## config.mk

```make
export PLATFORM = sky130hd
export DESIGN_NAME = alu_share_arbiter_flat
export DESIGN_NICKNAME = d
export VERILOG_FILES = /design/src/rtl/alu_share_arbiter_if.sv /design/src/rtl/alu_share_arbiter.sv /design/src/flat_wrapper.sv
export SDC_FILE = /design/constraint.sdc
export NUM_CORES = 1
export LEC_CHECK = 0
export BUFFER_PORTS_ARGS = -buffer_cell sky130_fd_sc_hd__buf_2
export CAP_MARGIN = 0
export CORE_AREA = 2 2 129 131
export DETAILED_ROUTE_END_ITERATION = 10
export DIE_AREA = 0 0 131 133
export GPL_TIMING_DRIVEN = 0
export MAX_ROUTING_LAYER = met4
export PLACE_DENSITY = 0.8
export SLEW_MARGIN = 20
export SYNTH_ARGS = -nofsm -noshare
export SYNTH_HDL_FRONTEND = slang
export SYNTH_SLANG_ARGS = --single-unit
```

## constraint.sdc

```tcl
create_clock -name clk -period 1.9 [get_ports clk]
set_clock_uncertainty 0.2 [all_clocks]
set_input_delay 0.285 -clock clk [delete_from_list [all_inputs] [get_ports clk]]
set_output_delay 0.285 -clock clk [all_outputs]
set_load 0.1 [all_outputs]
```

## src/rtl/alu_share_arbiter_if.sv

```systemverilog
// Bundle of requester, response and ALU-side signals for alu_share_arbiter.
// The arbiter takes the slave modport; the environment (requesters plus the
// shared ALU) takes the master modport.
interface alu_share_arbiter_if #(
  parameter int WIDTH = 32
);
  logic             req0_valid;
  logic             req0_ready;
  logic [WIDTH-1:0] req0_a;
  logic [WIDTH-1:0] req0_b;
  logic [2:0]       req0_op;
  logic             req1_valid;
  logic             req1_ready;
  logic [WIDTH-1:0] req1_a;
  logic [WIDTH-1:0] req1_b;
  logic [2:0]       req1_op;

  logic             rsp0_valid;
  logic             rsp0_ready;
  logic [WIDTH-1:0] rsp0_result;
  logic [3:0]       rsp0_flags;
  logic             rsp1_valid;
  logic             rsp1_ready;
  logic [WIDTH-1:0] rsp1_result;
  logic [3:0]       rsp1_flags;

  logic [WIDTH-1:0] alu_a;
  logic [WIDTH-1:0] alu_b;
  logic [2:0]       alu_cntrl;
  logic [WIDTH-1:0] alu_result;
  logic             alu_negative;
  logic             alu_carry;
  logic             alu_over_flow;

  modport slave (
    input  req0_valid, req0_a, req0_b, req0_op,
    input  req1_valid, req1_a, req1_b, req1_op,
    output req0_ready, req1_ready,
    output rsp0_valid, rsp0_result, rsp0_flags,
    output rsp1_valid, rsp1_result, rsp1_flags,
    input  rsp0_ready, rsp1_ready,
    output alu_a, alu_b, alu_cntrl,
    input  alu_result, alu_negative, alu_carry, alu_over_flow
  );

  modport master (
    output req0_valid, req0_a, req0_b, req0_op,
    output req1_valid, req1_a, req1_b, req1_op,
    input  req0_ready, req1_ready,
    input  rsp0_valid, rsp0_result, rsp0_flags,
    input  rsp1_valid, rsp1_result, rsp1_flags,
    output rsp0_ready, rsp1_ready,
    input  alu_a, alu_b, alu_cntrl,
    output alu_result, alu_negative, alu_carry, alu_over_flow
  );
endinterface

```

## src/rtl/alu_share_arbiter.sv

```systemverilog
// Round-robin sharing of one ALU between two valid/ready requesters.
// One operation in flight at a time: IDLE accepts, EXEC lets the ALU settle
// on registered operands, RESP holds the captured result until it is taken.
module alu_share_arbiter #(
  parameter int WIDTH = 32
) (
  input  logic               clk,
  input  logic               reset,
  alu_share_arbiter_if.slave bus
);

  typedef enum logic [1:0] {IDLE, EXEC, RESP} state_t;

  state_t           state_q, state_d;
  logic             last_q, last_d;   // id served most recently; reset to 1 so the first tie goes to req0
  logic             id_q, id_d;       // owner of the operation in flight
  logic [WIDTH-1:0] a_q, a_d;
  logic [WIDTH-1:0] b_q, b_d;
  logic [2:0]       op_q, op_d;

  logic [1:0]       req_valid;
  logic [1:0]       req_ready;
  logic [1:0]       rsp_ready;
  logic             grant;
  logic             capture;          // end of EXEC: load the owner's response register
  logic             rsp_done;         // owner's response taken this edge

  assign req_valid = {bus.req1_valid, bus.req0_valid};
  assign rsp_ready = {bus.rsp1_ready, bus.rsp0_ready};

  // Round-robin pick: a lone requester wins, a tie goes to the one not served last
  always_comb begin
    grant = 1'b0;
    if (req_valid == 2'b10) begin
      grant = 1'b1;
    end else if (req_valid == 2'b11) begin
      grant = ~last_q;
    end
  end

  // State, pointer and operand registers
  always_ff @(posedge clk) begin
    if (reset) begin
      state_q <= IDLE;
      last_q  <= 1'b1;
      id_q    <= 1'b0;
      a_q     <= '0;
      b_q     <= '0;
      op_q    <= '0;
    end else begin
      state_q <= state_d;
      last_q  <= last_d;
      id_q    <= id_d;
      a_q     <= a_d;
      b_q     <= b_d;
      op_q    <= op_d;
    end
  end

  // Next state, handshake and operand latching
  always_comb begin
    state_d   = state_q;
    last_d    = last_q;
    id_d      = id_q;
    a_d       = a_q;
    b_d       = b_q;
    op_d      = op_q;
    req_ready = '0;
    capture   = 1'b0;
    rsp_done  = 1'b0;
    case (state_q)
      IDLE: begin
        if (req_valid[grant]) begin
          req_ready[grant] = 1'b1;
          id_d    = grant;
          a_d     = grant ? bus.req1_a  : bus.req0_a;
          b_d     = grant ? bus.req1_b  : bus.req0_b;
          op_d    = grant ? bus.req1_op : bus.req0_op;
          state_d = EXEC;
        end
      end
      EXEC: begin
        capture = 1'b1;
        state_d = RESP;
      end
      RESP: begin
        if (rsp_ready[id_q]) begin
          rsp_done = 1'b1;
          last_d   = id_q;
          state_d  = IDLE;
        end
      end
      default: state_d = IDLE;
    endcase
  end

  assign bus.req0_ready = req_ready[0];
  assign bus.req1_ready = req_ready[1];

  // The ALU always sees the latched operation, so it is stable through EXEC and RESP
  assign bus.alu_a     = a_q;
  assign bus.alu_b     = b_q;
  assign bus.alu_cntrl = op_q;

  genvar gi;
  generate
    for (gi = 0; gi < 2; gi++) begin : g_rsp
      localparam logic MY_ID = 1'(gi);
      logic             valid_q;
      logic [WIDTH-1:0] result_q;
      logic [3:0]       flags_q;

      // Capture result and {zero, negative, carry, over_flow}; hold until the requester takes it
      always_ff @(posedge clk) begin
        if (reset) begin
          valid_q  <= 1'b0;
          result_q <= '0;
          flags_q  <= '0;
        end else if (capture && (id_q == MY_ID)) begin
          valid_q  <= 1'b1;
          result_q <= bus.alu_result;
          flags_q  <= {(bus.alu_result == '0), bus.alu_negative, bus.alu_carry, bus.alu_over_flow};
        end else if (rsp_done && (id_q == MY_ID)) begin
          valid_q  <= 1'b0;
        end
      end
    end
  endgenerate

  assign bus.rsp0_valid  = g_rsp[0].valid_q;
  assign bus.rsp0_result = g_rsp[0].result_q;
  assign bus.rsp0_flags  = g_rsp[0].flags_q;
  assign bus.rsp1_valid  = g_rsp[1].valid_q;
  assign bus.rsp1_result = g_rsp[1].result_q;
  assign bus.rsp1_flags  = g_rsp[1].flags_q;

endmodule

```

## src/flat_wrapper.sv

```systemverilog
// flat-port wrapper written by rule: the top's interface ports become plain ports
module alu_share_arbiter_flat 
#(
  parameter int WIDTH = 32
)
  (clk, reset, bus_req0_valid, bus_req0_a, bus_req0_b, bus_req0_op, bus_req1_valid, bus_req1_a, bus_req1_b, bus_req1_op, bus_req0_ready, bus_req1_ready, bus_rsp0_valid, bus_rsp0_result, bus_rsp0_flags, bus_rsp1_valid, bus_rsp1_result, bus_rsp1_flags, bus_rsp0_ready, bus_rsp1_ready, bus_alu_a, bus_alu_b, bus_alu_cntrl, bus_alu_result, bus_alu_negative, bus_alu_carry, bus_alu_over_flow);
  alu_share_arbiter_if #(.WIDTH(WIDTH)) bus_i ();
  input  logic clk;
  input  logic reset;
  input wire logic [$bits(bus_i.req0_valid)-1:0] bus_req0_valid;
  input wire logic [$bits(bus_i.req0_a)-1:0] bus_req0_a;
  input wire logic [$bits(bus_i.req0_b)-1:0] bus_req0_b;
  input wire logic [$bits(bus_i.req0_op)-1:0] bus_req0_op;
  input wire logic [$bits(bus_i.req1_valid)-1:0] bus_req1_valid;
  input wire logic [$bits(bus_i.req1_a)-1:0] bus_req1_a;
  input wire logic [$bits(bus_i.req1_b)-1:0] bus_req1_b;
  input wire logic [$bits(bus_i.req1_op)-1:0] bus_req1_op;
  output wire logic [$bits(bus_i.req0_ready)-1:0] bus_req0_ready;
  output wire logic [$bits(bus_i.req1_ready)-1:0] bus_req1_ready;
  output wire logic [$bits(bus_i.rsp0_valid)-1:0] bus_rsp0_valid;
  output wire logic [$bits(bus_i.rsp0_result)-1:0] bus_rsp0_result;
  output wire logic [$bits(bus_i.rsp0_flags)-1:0] bus_rsp0_flags;
  output wire logic [$bits(bus_i.rsp1_valid)-1:0] bus_rsp1_valid;
  output wire logic [$bits(bus_i.rsp1_result)-1:0] bus_rsp1_result;
  output wire logic [$bits(bus_i.rsp1_flags)-1:0] bus_rsp1_flags;
  input wire logic [$bits(bus_i.rsp0_ready)-1:0] bus_rsp0_ready;
  input wire logic [$bits(bus_i.rsp1_ready)-1:0] bus_rsp1_ready;
  output wire logic [$bits(bus_i.alu_a)-1:0] bus_alu_a;
  output wire logic [$bits(bus_i.alu_b)-1:0] bus_alu_b;
  output wire logic [$bits(bus_i.alu_cntrl)-1:0] bus_alu_cntrl;
  input wire logic [$bits(bus_i.alu_result)-1:0] bus_alu_result;
  input wire logic [$bits(bus_i.alu_negative)-1:0] bus_alu_negative;
  input wire logic [$bits(bus_i.alu_carry)-1:0] bus_alu_carry;
  input wire logic [$bits(bus_i.alu_over_flow)-1:0] bus_alu_over_flow;
  assign bus_i.req0_valid = bus_req0_valid;
  assign bus_i.req0_a = bus_req0_a;
  assign bus_i.req0_b = bus_req0_b;
  assign bus_i.req0_op = bus_req0_op;
  assign bus_i.req1_valid = bus_req1_valid;
  assign bus_i.req1_a = bus_req1_a;
  assign bus_i.req1_b = bus_req1_b;
  assign bus_i.req1_op = bus_req1_op;
  assign bus_req0_ready = bus_i.req0_ready;
  assign bus_req1_ready = bus_i.req1_ready;
  assign bus_rsp0_valid = bus_i.rsp0_valid;
  assign bus_rsp0_result = bus_i.rsp0_result;
  assign bus_rsp0_flags = bus_i.rsp0_flags;
  assign bus_rsp1_valid = bus_i.rsp1_valid;
  assign bus_rsp1_result = bus_i.rsp1_result;
  assign bus_rsp1_flags = bus_i.rsp1_flags;
  assign bus_i.rsp0_ready = bus_rsp0_ready;
  assign bus_i.rsp1_ready = bus_rsp1_ready;
  assign bus_alu_a = bus_i.alu_a;
  assign bus_alu_b = bus_i.alu_b;
  assign bus_alu_cntrl = bus_i.alu_cntrl;
  assign bus_i.alu_result = bus_alu_result;
  assign bus_i.alu_negative = bus_alu_negative;
  assign bus_i.alu_carry = bus_alu_carry;
  assign bus_i.alu_over_flow = bus_alu_over_flow;
  alu_share_arbiter #(.WIDTH(WIDTH)) u_core (.clk(clk), .reset(reset), .bus(bus_i));
endmodule
```

==> run metrics, run 1 <==
status=complete, but fails checks; failing checks=negative setup slack; sequential area share after synthesis=0.464; initial antenna violation count=3; Nets=roughly 1500; total grt overflow=0; I/O Buffers=316; Worst setup EP type=output port; Max Cap Viol=0; crit path kind=flop to output port; placed cell area=0.00818 mm²; DRC=0; Post-Synthesis Cell Area=0.00626 mm²; Vias=between 8000 and 9000; Worst Max-Slew Pin Slew=between 800 and 900 ps; GR Layer Usage met3=0.0780; CTS tree=built; Cell Pwr Density=about 1000 mW/mm²; CP Data Required Time=approximately 1400 ps; max incr delay on CP=about 350 ps; Clock Sinks=145; Fin. Hold Viols=0; placeable core area=0.0162 mm²; row count=47; setup ws final=-135 ps; drt first pass iters=7; CP top delay family=simple AND/OR/NAND/NOR gates; H-tree levels=4; Tmin final=2030 ps; clk_lat worst skew=420 ps; I/O pins=318; Pins Over Slew Limit=0; #FFs+latches synth=between 100 and 150; CTS clk-pin slew, worst paths=roughly 60 ps; post-route cell area=about 0.011 mm²; Die ar.=between 0.015 and 0.02 mm²; total track usage=0.307; crit-path max FO=4; Leak=approximately 0.0048 µW; Post-Syn Instances=between 800 and 900; Top Usage Layer GRT=met2; Area growth syn-to-layout=71.0%; syn_nets=994; Worst Path Buf+Inv=2; met1 Use GR=0.315; Syn. warnings=0; Die Ht=~130 µm; Routed WL per cell=around 18 µm; layout cell share with drive strength beyond 1=0.349; upper clock frequency limit=0.491 GHz; hpwl dp=about 18 mm; worst vdd ir=roughly 680 µV; Setup violations, final=47; Routability Congestion=~0.91; largest net degree at the start of global routing=20; clk buf depth=2; CTS buffer count=17; syn avg cell area=between 7 and 8 µm²; Top FF cell, synth=dfxtp_1; Slowest cell on crit path=dfxtp_4; met2 usage=0.533; Tcrit/Tclk final=1.07; RSZ-0062 raised after global routing=yes; WP data arrival=around 1600 ps; Initial DRC Count=548; WL final=around 28 mm; Routed Antenna Nets=0; number of synthesized flops with an enable pin=0; Yosys cell types=29; initial core utilization=0.387; Worst Hold Class=primary input to flop; asr flop ratio synth=0; first-pass GRT wire length=40.3 mm; die width=131 µm; CTS root buffer=clkbuf_16; Total Power=around 11000 µW; CP Launch Type=flop; cells along the critical path=or2_4 > clkbuf_16 > nor3_4 > buf_12; Rel. slew slack=0.449; vias in the first global route=between 8000 and 9000; drt via density=approximately 5.5
timing repair:
item / in CTS / in global routing
pin swaps: 25 / 43
hold endpoints to repair: 138 / 0
resized for setup: 52 / 64
gates cloned: 1 / 2
hold buffers: 130 / 0
endpoints found under the setup margin: 124 / 128
buffers inserted: 11 / 11
path summary, 6_finish.rpt:
check	from	end	slack (ps)	cells after the start
setup / recovery	u_core.state_q[0]	bus_req0_ready	-130	4
hold / removal	bus_req0_b[30]	u_core.bus.alu_b[30]	8	4
setup reg to reg	u_core.state_q[0]	u_core.bus.alu_b[12]	-130	6
hold reg to reg	u_core.bus.rsp1_flags[0]	u_core.bus.rsp1_flags[0]	250	2
through the flow:
| stage | instances | hold slack [ps] | TNS (ps) | util | setup slack (ps) |
|---|---|---|---|---|---|
| after CTS | 1526 | 0.254 | -1790 | 0.639 | -185 |
| final | 1541 | 8.23 | -3150 | 0.662 | -135 |
| after global routing | 1541 | 15.2 | -8730 | 0.662 | -183 |
| after detailed placement | 1355 | 244 | -22440 | 0.506 | -691 |
| after global placement | 1355 | 239 | -19390 | 0.506 | -710 |
| after floorplan | 819 | 221 | -260 | - | -180 |
state kept, by name (all words and copies together) (netlist names):
| register | cells |
|---|---|
| u_core.id_q | 1 |
| u_core.bus.alu_a | 32 |
| u_core.bus.alu_b | 32 |
| u_core.bus.rsp0_valid | 1 |
| u_core.bus.rsp0_result | 32 |
| u_core.bus.alu_cntrl | 3 |
| u_core.bus.rsp1_valid | 1 |
| u_core.bus.rsp1_flags | 4 |
| u_core.state_q | 2 |
| u_core.last_q | 1 |
| u_core.bus.rsp1_result | 32 |
| u_core.bus.rsp0_flags | 4 |
logic make-up (layout without fill, tap and decap cells):
group                  after synthesis  count (layout)  share of synthesized area
AO/OA/AOI/OAI                      220             220                      0.193
buffers and inverters              154             653                     0.0991
flip-flops                         145             145                      0.464
other                                0               3                          0
AND/OR/NAND/NOR                    300             300                      0.244
per-layer routing:
layer / up-vias / part of all wire
met5: - / 0
met4: 0 / 0.052
met3: 128 / 0.093
met2: 603 / 0.50
met1: 3845 / 0.35
li1: 3853 / -
area by class of cell:
class                           instances  area (µm²)
Antenna cell                            3        7.51
Buffer                                 80         464
Clock buffer                           17         425
Clock inverter                         15         199
Fill cell                            1229        5460
Inverter                               70         267
Multi-Input combinational cell        520        3050
Sequential cell                       145        2910
Tap cell                              220         275
Timing Repair Buffer                  471        3120
layout by cell type, fill, tap and decap left out, types with 47 or more instances in the layout:
master         instances
buf_2                321
o21ai_0               67
a31oi_1               57
clkbuf_1              47
dfxtp_1              142
a21oi_1               76
dlygate4sd3_1        130
nand3_1               67
nand2_1              141
inv_1                 69
Yosys cell counts (all sizes together) (4+ instances only):
| master | instances | share of area |
|---|---|---|
| dfxtp | 145 | 0.46 |
| o21ai | 69 | 0.055 |
| a21oi | 76 | 0.061 |
| or4 | 67 | 0.080 |
| clkbuf | 69 | 0.041 |
| nand2 | 142 | 0.085 |
| nand3b | 4 | 0.0048 |
| nand3 | 67 | 0.054 |
| buf | 15 | 0.016 |
| nor4 | 8 | 0.0080 |
| inv | 70 | 0.042 |
| a31oi | 67 | 0.067 |
report_power, final:
| group | internal (µW) | leakage [µW] | switching [µW] | total (µW) |
|---|---|---|---|---|
| clock network | 2110 | 0.000296 | 1450 | 3560 |
| registers | 3270 | 0.00119 | 130 | 3400 |
| logic | 1010 | 0.00333 | 2650 | 3660 |
tightest hold or removal path, stage by stage:
cell,delay [ps]
buf_2,100
inv_1,40
or4_1,90
a31oi_1,70
No activity file was read; power rests on OpenSTA's default activity.
==> run 2: changes to the inputs <==
--- a/config.mk
+++ b/config.mk
@@ -5,11 +5,12 @@
 export SDC_FILE = /design/constraint.sdc
 export NUM_CORES = 1
 export LEC_CHECK = 0
+export ABC_AREA = 1
 export BUFFER_PORTS_ARGS = -buffer_cell sky130_fd_sc_hd__buf_2
 export CAP_MARGIN = 0
-export CORE_AREA = 2 2 129 131
+export CORE_AREA = 2 2 124 126
 export DETAILED_ROUTE_END_ITERATION = 10
-export DIE_AREA = 0 0 131 133
+export DIE_AREA = 0 0 126 128
 export GPL_TIMING_DRIVEN = 0
 export MAX_ROUTING_LAYER = met4
 export PLACE_DENSITY = 0.8
==> run metrics, run 2 <==
Worst Max-Slew Pin Slew=568 ps (was 827 ps); most common cell in the netlist=nand2_1 (was dfxtp_1); reg2reg path depth=8 (was 6); CP Launch Type=flop (unchanged); non-filler cells, final=1460 (was 1541); Crit path top cell by count=nor2_4; initial core utilization=0.370 (was 0.387); crit path kind=flop to output port (unchanged); Cell Pwr Density=988 mW/mm² (was 992 mW/mm²); Routed Antenna Nets=0 (unchanged); syn avg cell area=7.38 µm² (was 7.64 µm²); crit-path max FO=5 (was 4); top post-synthesis cells by area=dfxtp_1 53%, nand2_1 25%, a31oi_1 7.6% (was dfxtp_1 46%, nand2_1 8.5%, or4_1 8.0%); hpwl dp=14.9 mm (was 17.6 mm); #FFs+latches synth=145 (unchanged); CP Data Required Time=1410 ps (about the same); RR Startpoint=u_core.state_q[0] (unchanged); Area growth syn-to-layout=76.1% (was 71.0%); Nets=1431 (was 1480); WL final=23.8 mm (was 28.0 mm); CTS tree=built (unchanged); top cell type's share of synthesized area=0.527 (was 0.464); Max Cap Viol=0 (unchanged); Top FF cell, synth=dfxtp_1 (unchanged); vias in the first global route=7306 (was 8132); Yosys cell types=17 (was 29); crit path from=u_core.state_q[0] (unchanged); asr flop ratio synth=0 (unchanged); most common cell after layout, fill and taps aside=nand2_1 (was buf_2); Setup violations, final=0 (was 47); first-pass GRT wire length=36.7 mm (was 40.3 mm); Initial DRC Count=499 (was 548); DP Cell Count=1250 (was 1355); number of synthesized flops with an enable pin=0 (unchanged); Slowest cell on crit path=dfxtp_4 (unchanged); Tmin final=1800 ps (was 2030 ps); Vias=7357 (was 8429); Filler cells=1143 (was 1229); Die ar.=0.0161 mm² (was 0.0174 mm²); Multi-input gate area=0.00234 mm² (was 0.00305 mm²); placeable core area=0.0149 mm² (was 0.0162 mm²); Pins Over Slew Limit=0 (unchanged); CTS buffer count=17 (unchanged); sequential area share after synthesis=0.527 (was 0.464); cells along the critical path=nor2_4 > nand2_4 > nor2_4 > buf_12 (was or2_4 > clkbuf_16 > nor3_4 > buf_12); Seq. cell area=0.00291 mm² (unchanged); Worst setup EP type=output port (unchanged); Worst Hold Class=primary input to flop (unchanged); RSZ-0062 raised after global routing=no (was yes); total track usage=0.295 (was 0.307); CP endpoint=bus_req0_ready (unchanged); Clock Sinks=145 (unchanged); syn_nets=921 (was 994); clk_lat worst skew=410 ps (was 420 ps); I/O pins=318 (unchanged); Routability Congestion=0.893 (was 0.912); upper clock frequency limit=0.556 GHz (was 0.491 GHz); drt via density=5.04 (was 5.47); total grt overflow=0 (unchanged); reg2reg setup slack=140 ps (was -130 ps); Die Ht=128 µm (was 133 µm); most frequent cells in the layout=359 x nand2_1, 333 x buf_2, 171 x dlygate4sd3_1 (was 321 x buf_2, 142 x dfxtp_1, 141 x nand2_1); Post-Syn Instances=746 (was 819); I/O Buffers=316 (unchanged); Final TNS setup=0 ps (was -3150 ps); Tcrit/Tclk final=0.946 (was 1.07); Fin. Hold Viols=0 (unchanged); Rel. slew slack=0.621 (was 0.449); H-tree levels=4 (unchanged); CTS clk-pin slew, worst paths=50 ps (was 60 ps); largest net degree at the start of global routing=17 (was 20); Leak=0.00440 µW (was 0.00481 µW); post-route cell area=0.00970 mm² (was 0.0107 mm²); row count=45 (was 47); endpoint of the worst-slack reg-to-reg timing path=u_core.bus.alu_b[0] (was u_core.bus.alu_b[12]); Syn. warnings=0 (unchanged); worst vdd ir=635 µV (was 677 µV); Post-Synthesis Cell Area=0.00551 mm² (was 0.00626 mm²); die width=126 µm (was 131 µm); Routed WL per cell=16.3 µm (was 18.1 µm); clk buf depth=2 (unchanged); Synth top cells by count=361 x nand2_1, 145 x dfxtp_1, 74 x a21oi_1, 67 x a31oi_1, 27 x nor2_1 (was 145 x dfxtp_1, 142 x nand2_1, 76 x a21oi_1, 70 x inv_1); initial antenna violation count=2 (was 3); DRC=0 (unchanged); layout cell share with drive strength beyond 1=0.304 (was 0.349); drt first pass iters=7 (unchanged); placed cell area=0.00732 mm² (was 0.00818 mm²); CTS root buffer=clkbuf_16 (unchanged); status=complete, no violations (was complete, but fails checks); Yosys top cell by area=dfxtp_1 (unchanged); WP data arrival=1310 ps (was 1550 ps); max incr delay on CP=360 ps (was 350 ps)
[run 2: cell count changes in the layout (fill, tap and decap cells not counted), sizes merged, moves of 4 or more]
cell	previous run	this run
inv	75	9
dlygate4sd3	130	171
nor2	2	30
o21ai	69	2
nor4	8	0
or4	67	0
nand3	67	6
nand2	142	362
buf	358	353
clkinv	3	8
nand3b	4	0
clkbuf	80	37
[run 2: logic make-up after synthesis]
kind of cell | Yosys count | share of synthesized area
AOI/OAI and AO/OA | 143 | 0.145
and+or+nand+nor | 398 | 0.277
DFF | 145 | 0.527
buffers and inverters | 60 | 0.0504
[run 2: metal layers]
layer	vias up	GRT usage	share of wire
met2	496	0.506	0.50
met3	102	0.0806	0.083
met4	0	0.157	0.049
met5	-	-	0
li1	3458	-	-
met1	3301	0.311	0.37
[run 2: cell type report]
| class | instances | share of cell area |
|---|---|---|
| antenna | 4 | 0.00103 |
| tap | 188 | 0.0243 |
| multi-input combinational | 541 | 0.241 |
| buffer | 49 | 0.0241 |
| timing repair buffer | 493 | 0.347 |
| clock inverter | 12 | 0.0138 |
| sequential | 145 | 0.300 |
| inverter | 9 | 0.00348 |
| clock buffer | 19 | 0.0446 |
[run 2: how the worst min path moves through the flow]
| stage | startpoint | endpoint | cells past startpoint |
|---|---|---|---|
| finish | bus_rsp0_ready | u_core.last_q | 4 |
| global route | bus_rsp0_ready | u_core.last_q | 4 |
| CTS | bus_rsp0_ready | u_core.last_q | 4 |
| detailed placement | u_core.bus.rsp0_result[9] | u_core.bus.rsp0_result[9] | 2 |
| global placement | u_core.bus.rsp0_valid | u_core.bus.rsp0_valid | 2 |
| floorplan | u_core.last_q | u_core.last_q | 2 |
[run 2: stage by stage]
stage | hold slack (ps) | setup WS, ps | util | total power [µW]
after global placement | 248 | -169 | 0.493 | 6000
after floorplan | 229 | 212 | - | 5420
after CTS | 3.30 | -2.60 | 0.653 | 9570
after global routing | 45.5 | 23.7 | 0.652 | 9900
final | 23.0 | 103 | 0.652 | 9580
after detailed placement | 252 | -157 | 0.493 | 6020
[run 2: where the power goes]
part / internal (µW) / total [µW] / switching (µW) / leakage [µW]
clock: 1930 / 3240 / 1300 / 0.000274
sequential: 3250 / 3380 / 123 / 0.00119
combinational: 744 / 2970 / 2230 / 0.00294
[run 2: repair_timing]
action,CTS,global route
buffers inserted,6,0
pin swaps,4,4
resized for setup,16,5
cloned,0,0
hold buffers,171,0
endpoints found under the hold margin,139,0
endpoints found under the setup margin,2,2
[run 2: critical path: cells and delay by family, from the launching register on]
kind	cells	cell delay, ps
buf+inv	1	190
flops	1	360
simple gates	3	340
